**src/rtl/rv32m_pkg.sv**
```systemverilog
// rtl/rv32m_pkg.sv - shared RV32M constants, op encoding and divider state type
package rv32m_pkg;

    localparam int XLEN = 32;

    localparam logic [1:0] OP_DIV  = 2'b00;
    localparam logic [1:0] OP_DIVU = 2'b01;
    localparam logic [1:0] OP_REM  = 2'b10;
    localparam logic [1:0] OP_REMU = 2'b11;

    typedef enum logic [1:0] {
        IDLE = 2'd0,
        CALC = 2'd1,
        FIX  = 2'd2,
        DONE = 2'd3
    } div_state_t;

    // Two's-complement magnitude; 0x80000000 maps to itself, which is correct read as unsigned.
    function automatic logic [XLEN-1:0] abs_val(input logic [XLEN-1:0] v);
        return v[XLEN-1] ? (~v + 1'b1) : v;
    endfunction

endpackage

```
**src/rtl/div_unit_if.sv**
```systemverilog
// rtl/div_unit_if.sv - request/response bundle between control unit and divider
interface div_unit_if;
    import rv32m_pkg::*;

    logic            start;
    logic [1:0]      op;
    logic [XLEN-1:0] dividend;
    logic [XLEN-1:0] divisor;
    logic            busy;
    logic            done;
    logic [XLEN-1:0] result;

    modport master (output start, output op, output dividend, output divisor,
                    input busy, input done, input result);
    modport slave  (input start, input op, input dividend, input divisor,
                    output busy, output done, output result);
endinterface

```
**src/rtl/div_step.sv**
```systemverilog
// rtl/div_step.sv - one combinational restoring shift-subtract iteration
module div_step
    import rv32m_pkg::*;
(
    input  logic [XLEN-1:0] rem,
    input  logic [XLEN-1:0] quo,
    input  logic [XLEN-1:0] divisor,
    output logic [XLEN-1:0] rem_nxt,
    output logic [XLEN-1:0] quo_nxt
);

    logic [XLEN:0] rem_sh;
    logic [XLEN:0] trial;
    logic          fits;

    assign rem_sh = {rem, quo[XLEN-1]};
    // Subtract as add of inverted divisor with carry-in; bit XLEN is the sign of the difference.
    assign trial  = rem_sh + {1'b1, ~divisor} + {{XLEN{1'b0}}, 1'b1};
    assign fits   = ~trial[XLEN];

    assign rem_nxt = fits ? trial[XLEN-1:0] : rem_sh[XLEN-1:0];
    assign quo_nxt = {quo[XLEN-2:0], fits};

endmodule

```
**src/rtl/div_unit.sv**
```systemverilog
// rtl/div_unit.sv - iterative RV32M DIV/DIVU/REM/REMU unit, one quotient bit per clock
module div_unit
    import rv32m_pkg::*;
(
    input  logic       clk,
    input  logic       rst_n,
    div_unit_if.slave  bus
);

    div_state_t      state, state_nxt;
    logic [4:0]      cnt;
    logic [XLEN-1:0] rem, quo, dvsr, result_q;
    logic [XLEN-1:0] step_rem, step_quo, special_res;
    logic            neg_q, neg_r, is_rem;
    logic            busy, is_signed, div_zero, sgn_ovf, special;

    assign busy      = (state == CALC) || (state == FIX);
    assign is_signed = ~bus.op[0];
    assign div_zero  = (bus.divisor == '0);
    assign sgn_ovf   = is_signed && (bus.dividend == 32'h8000_0000) && (bus.divisor == '1);
    assign special   = div_zero || sgn_ovf;

    always_comb begin
        special_res = '0;
        if (div_zero)
            special_res = bus.op[1] ? bus.dividend : '1;
        else
            special_res = bus.op[1] ? '0 : 32'h8000_0000;
    end

    div_step u_step (
        .rem     (rem),
        .quo     (quo),
        .divisor (dvsr),
        .rem_nxt (step_rem),
        .quo_nxt (step_quo)
    );

    always_ff @(posedge clk) begin
        if (!rst_n) state <= IDLE;
        else        state <= state_nxt;
    end

    always_comb begin
        state_nxt = state;
        case (state)
            IDLE, DONE: state_nxt = bus.start ? (special ? DONE : CALC) : IDLE;
            CALC:       if (cnt == 5'd31) state_nxt = FIX;
            FIX:        state_nxt = DONE;
            default:    state_nxt = IDLE;
        endcase
    end

    always_ff @(posedge clk) begin
        if (!rst_n) begin
            cnt      <= '0;
            rem      <= '0;
            quo      <= '0;
            dvsr     <= '0;
            result_q <= '0;
            neg_q    <= 1'b0;
            neg_r    <= 1'b0;
            is_rem   <= 1'b0;
        end else begin
            case (state)
                IDLE, DONE: begin
                    if (bus.start) begin
                        if (special) begin
                            result_q <= special_res;
                        end else begin
                            rem    <= '0;
                            quo    <= is_signed ? abs_val(bus.dividend) : bus.dividend;
                            dvsr   <= is_signed ? abs_val(bus.divisor)  : bus.divisor;
                            neg_q  <= is_signed && (bus.dividend[XLEN-1] ^ bus.divisor[XLEN-1]);
                            neg_r  <= is_signed && bus.dividend[XLEN-1];
                            is_rem <= bus.op[1];
                            cnt    <= '0;
                        end
                    end
                end
                CALC: begin
                    rem <= step_rem;
                    quo <= step_quo;
                    cnt <= cnt + 5'd1;
                end
                FIX: begin
                    if (is_rem) result_q <= neg_r ? (~rem + 1'b1) : rem;
                    else        result_q <= neg_q ? (~quo + 1'b1) : quo;
                end
                default: ;
            endcase
        end
    end

    assign bus.busy   = busy;
    assign bus.done   = (state == DONE);
    assign bus.result = result_q;

endmodule

```
**src/flat_wrapper.sv**
```systemverilog
// flat-port wrapper written by rule: the top's interface ports become plain ports
module div_unit_flat import rv32m_pkg::*;
  (clk, rst_n, bus_start, bus_op, bus_dividend, bus_divisor, bus_busy, bus_done, bus_result);
  div_unit_if bus_i ();
  input  logic clk;
  input  logic rst_n;
  input wire logic [$bits(bus_i.start)-1:0] bus_start;
  input wire logic [$bits(bus_i.op)-1:0] bus_op;
  input wire logic [$bits(bus_i.dividend)-1:0] bus_dividend;
  input wire logic [$bits(bus_i.divisor)-1:0] bus_divisor;
  output wire logic [$bits(bus_i.busy)-1:0] bus_busy;
  output wire logic [$bits(bus_i.done)-1:0] bus_done;
  output wire logic [$bits(bus_i.result)-1:0] bus_result;
  assign bus_i.start = bus_start;
  assign bus_i.op = bus_op;
  assign bus_i.dividend = bus_dividend;
  assign bus_i.divisor = bus_divisor;
  assign bus_busy = bus_i.busy;
  assign bus_done = bus_i.done;
  assign bus_result = bus_i.result;
  div_unit u_core (.clk(clk), .rst_n(rst_n), .bus(bus_i));
endmodule
```
**config.mk**
```make
export PLATFORM = sky130hd
export DESIGN_NAME = div_unit_flat
export DESIGN_NICKNAME = d
export VERILOG_FILES = /design/src/rtl/rv32m_pkg.sv /design/src/rtl/div_unit_if.sv /design/src/rtl/div_step.sv /design/src/rtl/div_unit.sv /design/src/flat_wrapper.sv
export SDC_FILE = /design/constraint.sdc
export NUM_CORES = 1
export LEC_CHECK = 0
export CORE_ASPECT_RATIO = 1.25
export CORE_MARGIN = 1
export CORE_UTILIZATION = 35
export DETAILED_ROUTE_END_ITERATION = 8
export PLACE_DENSITY = 0.57
export SYNTH_ARGS = -nofsm -noshare
export SYNTH_HDL_FRONTEND = slang
export SYNTH_SLANG_ARGS = --single-unit
```
**constraint.sdc**
```tcl
create_clock -name clk -period 4 [get_ports clk]
set_input_delay 0.4 -clock clk [delete_from_list [all_inputs] [get_ports clk]]
set_output_delay 0.4 -clock clk [all_outputs]
set_load 0.01 [all_outputs]
```
==> flow_metrics.env, run 1 <==
export IMPL_cts_hold_buf=0
export IMPL_clkLatencyLatePin_ps=430
export IMPL_syn_inst=1413
export IMPL_power_mw=6.59
export IMPL_drive_above_1_share=0.0574
export IMPL_antenna_found_initial=0
export IMPL_period_minus_slack_ps=3550
export IMPL_dpl_hpwl_um=24100
export IMPL_die_width_um=157
export IMPL_synth_distinct_cells=71
export IMPL_power_leakage_nw=4.70
export IMPL_vias=10400
export IMPL_slew_headroom=0.336
export IMPL_hp_class="reg2reg"
export IMPL_synth_top_area_share=0.262
export IMPL_finalSetupViolCount=0
export IMPL_ys_warn_count=0
export IMPL_clock_tree_root_cell="clkbuf_16"
export IMPL_cts_sinks=138
export IMPL_grt_pass1_vias=9679
export IMPL_htreeDepth=4
export IMPL_drt_total_wl_um=31900
export IMPL_ios=103
export IMPL_yosysMostFrequentCell="nand2_1"
export IMPL_tns_ps=0
export IMPL_start_kind="flop"
export IMPL_globalplace_congestion=0.873
export IMPL_wire_per_inst_um=16.9
export IMPL_synth_flop_cell="dfxtp_1"
export IMPL_power_density_nw_per_um2=525
export IMPL_cp_num_buf_inv=2
export IMPL_finalMaxSlewViolations=0
export IMPL_yosys_top_cells_count="nand2_1, dfxtp_1, nor2_1"
export IMPL_utilization=0.426
export IMPL_cts_tree="done"
export IMPL_vdd_drop_max_mv=0.299
export IMPL_syn_cell_area_um2=10500
export IMPL_areaGrowthSynthToFinish_pct=19.1
export IMPL_critPathMaxStageDelay_ps=450
export IMPL_yosysTopAreaCell="dfxtp_1"
export IMPL_rows=70
export IMPL_crit_family="compound AO/OA/AOI/OAI gates"
export IMPL_grt_pass1_wl_um=51300
export IMPL_seq_area_frac_synth=0.262
export IMPL_syn_mean_instance_area_um2=7.46
export IMPL_synthArstFlopShare=0
export IMPL_max_cap_viol_count=0
export IMPL_clockBufferDepth=2
export IMPL_postCtsSetupRepairBufs=0
export IMPL_drt_vias_per_instance=5.51
export IMPL_gr_total_overflow=0
export IMPL_io_buffers=102
export IMPL_ys_top_cells_by_area="dfxtp_1, xor2_1, nand2_1"
export IMPL_diodes=0
export IMPL_min_period_over_period=0.888
export IMPL_crit_required_ps=4310
export IMPL_status="finished, final reports clean"
export IMPL_grt_max_degree=66
export IMPL_die_area_um2=30800
export IMPL_crit_path_max_fanout=18
export IMPL_critPathCaptureType="flop"
export IMPL_start_util=0.358
export IMPL_synth_edf_count=0
export IMPL_ant_nets=0
export IMPL_cts_made_buffers=17
export IMPL_die_y_um=196
export IMPL_skew_ps=8.79
export IMPL_worstMarginPinSlew_ps=994
export IMPL_dr_pass1_iters=6
export IMPL_arrival_ps=3860
export IMPL_crit_chain="inv_1 -> ha_1 -> fa_1 -> nand2b_1 -> a211oi_1 -> o211ai_1 -> a21oi_1 -> o21ai_0 -> xor2_4 -> buf_12 -> mux2i_1 -> o21ai_1"
export IMPL_slowest_stage="xor2_4"
export IMPL_drc=0
export IMPL_track_usage=0.211
export IMPL_cts_resized=0
export IMPL_synth_nets=1525
export IMPL_core_area_um2=29400
export IMPL_ys_ff_latch=138
export IMPL_layout_nets=1596
export IMPL_rsz0062_at_grt="false"
export IMPL_hold_viol_final=0
export IMPL_path_clk_slew_ps=60
export IMPL_path_class="reg2reg"
export IMPL_drtIter0Drc=841
export IMPL_fmax_mhz=282
==> placed cells by master (no fill, tap or decap), types with 17 or more instances in the layout <==
cell type | netlist | final
a211oi_1 | 40 | 40
a21oi_1 | 106 | 106
buf_4 | 6 | 32
clkbuf_16 | 0 | 17
clkdlybuf4s50_1 | 0 | 102
dfxtp_1 | 138 | 138
ha_1 | 42 | 41
inv_1 | 59 | 59
mux2i_1 | 25 | 25
nand2_1 | 178 | 178
nand2b_1 | 22 | 22
nand3_1 | 30 | 30
nor2_1 | 114 | 114
nor3_1 | 22 | 22
o211ai_1 | 20 | 20
o21ai_0 | 107 | 107
o21ai_1 | 23 | 23
o31ai_1 | 31 | 31
or3_1 | 20 | 20
or4_1 | 18 | 18
xnor2_1 | 69 | 69
xor2_1 | 78 | 77
==> worst paths after layout <==
| path | slack [ps] | from | depth (start not counted) | endpoint |
|---|---|---|---|---|
| max | 450 | u_core.quo[31]$_SDFFE_PN0P_ | 12 | u_core.rem[11]$_SDFFE_PN0P_ |
| min | 470 | u_core.cnt[4]$_SDFFE_PN0P_ | 2 | u_core.cnt[4]$_SDFFE_PN0P_ |
| max reg2reg | 450 | u_core.quo[31]$_SDFFE_PN0P_ | 12 | u_core.rem[11]$_SDFFE_PN0P_ |
| min reg2reg | 470 | u_core.cnt[4]$_SDFFE_PN0P_ | 2 | u_core.cnt[4]$_SDFFE_PN0P_ |
==> registers in the layout, summed over array words and instances, names as in the netlist <==
name / count
u_core.dvsr: 32
u_core.quo: 32
u_core.neg_r: 1
u_core.bus.result: 32
u_core.state: 2
u_core.is_rem: 1
u_core.cnt: 5
u_core.neg_q: 1
u_core.rem: 32
==> final cells by class <==
class / instances / area, um^2
fillers: 3113 / 16900
multi-input cells: 1131 / 7200
flip-flops and latches: 138 / 2760
repair buffers: 136 / 1300
well taps: 396 / 495
clock buffers: 21 / 470
inverters: 60 / 225
clock inverters: 11 / 96.3
==> metal layers <==
layer  global-route usage  wire length (um)  vias up
li1                     -                 -     5266
met1                0.274             14400     4868
met2                0.361             15700      252
met3               0.0274              1300       36
met4               0.0593               466        0
met5                    0                 0        -
==> per-stage QoR <==
| step | setup slack, ps | cell area (um^2) | hold WS (ps) | cells |
|---|---|---|---|---|
| 2_1_floorplan | 912 | 10500 | 436 | 1413 |
| 3_3_place_gp | 151 | 12000 | 444 | 1861 |
| 3_5_place_dp | 138 | 12000 | 458 | 1861 |
| 4_1_cts | 399 | 12500 | 467 | 1893 |
| 5_1_grt | 201 | 12500 | 486 | 1893 |
| 6_report | 448 | 12500 | 466 | 1893 |
==> power by group <==
| group | switching (mW) | leakage, nW | internal, mW |
|---|---|---|---|
| Sequential | 0.283 | 1.12 | 1.66 |
| Combinational | 1.90 | 3.31 | 1.21 |
| Clock | 0.635 | 0.267 | 0.900 |
==> cell families (layout without fill, tap and decap cells) <==
| family | after synthesis | count (layout) | share of synthesized area |
|---|---|---|---|
| compound gates | 447 | 447 | 0.273 |
| xor+xnor | 147 | 147 | 0.122 |
| fa+ha+maj | 43 | 43 | 0.0518 |
| buf+inv | 144 | 228 | 0.0568 |
| flops | 138 | 138 | 0.262 |
| mux | 25 | 25 | 0.0237 |
| simple gates | 469 | 469 | 0.211 |
==> worst register-to-register path, stage by stage, from the launching register on <==
cell	delay, ps
dfxtp_1	320
inv_1	100
ha_1	230
fa_1	410
nand2b_1	200
a211oi_1	370
o211ai_1	240
a21oi_1	330
o21ai_0	270
xor2_4	450
buf_12	230
mux2i_1	210
o21ai_1	70
Power figures use the tool's default switching activity.
==> run 2: changes to the inputs <==
PLACE_DENSITY = 0.54   (was 0.57)
==> run 2 against run 1 <==
- sequential power about the same
- flip-flop and latch count stayed put
- die area unchanged
- highest routed layer unchanged
==> flow_metrics.env, run 2 (same netlist as run 1, synthesis figures left out) <==
export IMPL_clkLatencyLatePin_ps=430
export IMPL_globalplace_congestion=0.868
export IMPL_diodes=0
export IMPL_slew_headroom=0.332
export IMPL_grt_met1_usage=0.276
export IMPL_io_buffers=102
export IMPL_cts_made_buffers=17
export IMPL_postCtsSetupRepairBufs=0
export IMPL_finalSetupViolCount=0
export IMPL_core_area_um2=29400
export IMPL_status="finished, final reports clean"
export IMPL_fillerInstances=3082
export IMPL_dr_pass1_iters=5
export IMPL_wire_per_inst_um=17.2
export IMPL_path_class="reg2reg"
export IMPL_finalMaxSlewViolations=0
export IMPL_drc=0
export IMPL_power_density_nw_per_um2=523
export IMPL_ff2ff_path_depth=12
export IMPL_die_area_um2=30800
export IMPL_layout_nets=1597
export IMPL_vdd_drop_max_mv=0.364
export IMPL_final_cell_mix="nand2_1, dfxtp_1, nor2_1"
export IMPL_start_kind="flop"
export IMPL_cts_tree="done"
export IMPL_clockBufferDepth=2
export IMPL_cts_sinks=138
export IMPL_die_width_um=157
export IMPL_grt_pass1_wl_um=52400
export IMPL_crit_required_ps=4300
export IMPL_hp_class="reg2reg"
export IMPL_dpl_hpwl_um=24700
export IMPL_ios=103
export IMPL_drt_vias_per_instance=5.43
export IMPL_multiInputGateArea_um2=7200
export IMPL_min_path_cells=2
export IMPL_hold_viol_final=0
export IMPL_gr_total_overflow=0
export IMPL_antenna_found_initial=1
export IMPL_skew_ps=7.33
export IMPL_period_minus_slack_ps=3490
export IMPL_crit_path_max_fanout=18
export IMPL_arrival_ps=3790
export IMPL_htreeDepth=4
export IMPL_drtIter0Drc=772
export IMPL_start_util=0.358
export IMPL_cts_hold_buf=0
export IMPL_grt_max_degree=75
export IMPL_fmax_mhz=287
export IMPL_utilization=0.426
export IMPL_vias=10300
export IMPL_areaGrowthSynthToFinish_pct=18.9
export IMPL_path_clk_slew_ps=60
export IMPL_power_mw=6.55
export IMPL_die_y_um=196
export IMPL_grt_pass1_vias=9821
export IMPL_worstMarginPinSlew_ps=1000
export IMPL_rows=70
export IMPL_max_cap_viol_count=0
export IMPL_track_usage=0.216
export IMPL_critPathCaptureType="flop"
export IMPL_grt_use_met3=0.0307
export IMPL_met2_usage=0.368
export IMPL_layout_commonest_cell="nand2_1"
export IMPL_min_period_over_period=0.872
export IMPL_clock_tree_root_cell="clkbuf_16"
export IMPL_power_leakage_nw=4.71
export IMPL_ant_nets=0
export IMPL_cts_resized=0
export IMPL_drive_above_1_share=0.0543
export IMPL_sequential_cell_area_um2=2760
export IMPL_rsz0062_at_grt="false"
export IMPL_drt_total_wl_um=32500
export IMPL_tns_ps=0
export IMPL_top_usage_layer="met2"
==> run 2: final timing paths <==
check,startpoint,end,slack (ps)
max,u_core.quo[31]$_SDFFE_PN0P_,u_core.rem[3]$_SDFFE_PN0P_,510
min,u_core.bus.result[25]$_SDFFE_PN0P_,u_core.bus.result[25]$_SDFFE_PN0P_,460
max reg2reg,u_core.quo[31]$_SDFFE_PN0P_,u_core.rem[3]$_SDFFE_PN0P_,510
min reg2reg,u_core.bus.result[25]$_SDFFE_PN0P_,u_core.bus.result[25]$_SDFFE_PN0P_,460
==> run 2: worst max-delay path, stage by stage, from the launching register on <==
cell	delay, ps
dfxtp_1	330
inv_1	100
ha_1	230
fa_1	400
nand2b_1	210
a211oi_1	340
o211ai_1	230
a21oi_1	310
o21ai_0	260
xor2_4	440
buf_12	220
mux2i_1	200
o21ai_1	80
==> run 2: stage by stage <==
stage | hold WS (ps) | std cells | setup slack (ps) | area (um^2)
6_report | 461 | 1888 | 512 | 12500
5_1_grt | 479 | 1888 | 187 | 12500
4_1_cts | 461 | 1888 | 458 | 12500
3_5_place_dp | 453 | 1862 | 148 | 12000
3_3_place_gp | 442 | 1862 | 174 | 12000
2_1_floorplan | 436 | 1413 | 912 | 10500
==> run 2: power by group <==
| part | switching [mW] | internal [mW] | total, mW |
|---|---|---|---|
| clock network | 0.586 | 0.896 | 1.48 |
| logic | 1.91 | 1.22 | 3.13 |
| registers | 0.282 | 1.66 | 1.94 |
==> run 2: final cells by class <==
class | instances | share of cell area
clock buffer | 22 | 0.0386
clock inverter | 4 | 0.00359
inverter | 60 | 0.0180
multi-input combinational | 1131 | 0.574
sequential | 138 | 0.220
tap | 396 | 0.0395
timing repair buffer | 137 | 0.105
==> run 2: per-layer routing <==
layer | up-vias | part of all wire
met4 | 0 | 0.025
li1 | 5245 | -
met3 | 42 | 0.042
met1 | 4739 | 0.45
met5 | - | 0
met2 | 235 | 0.48
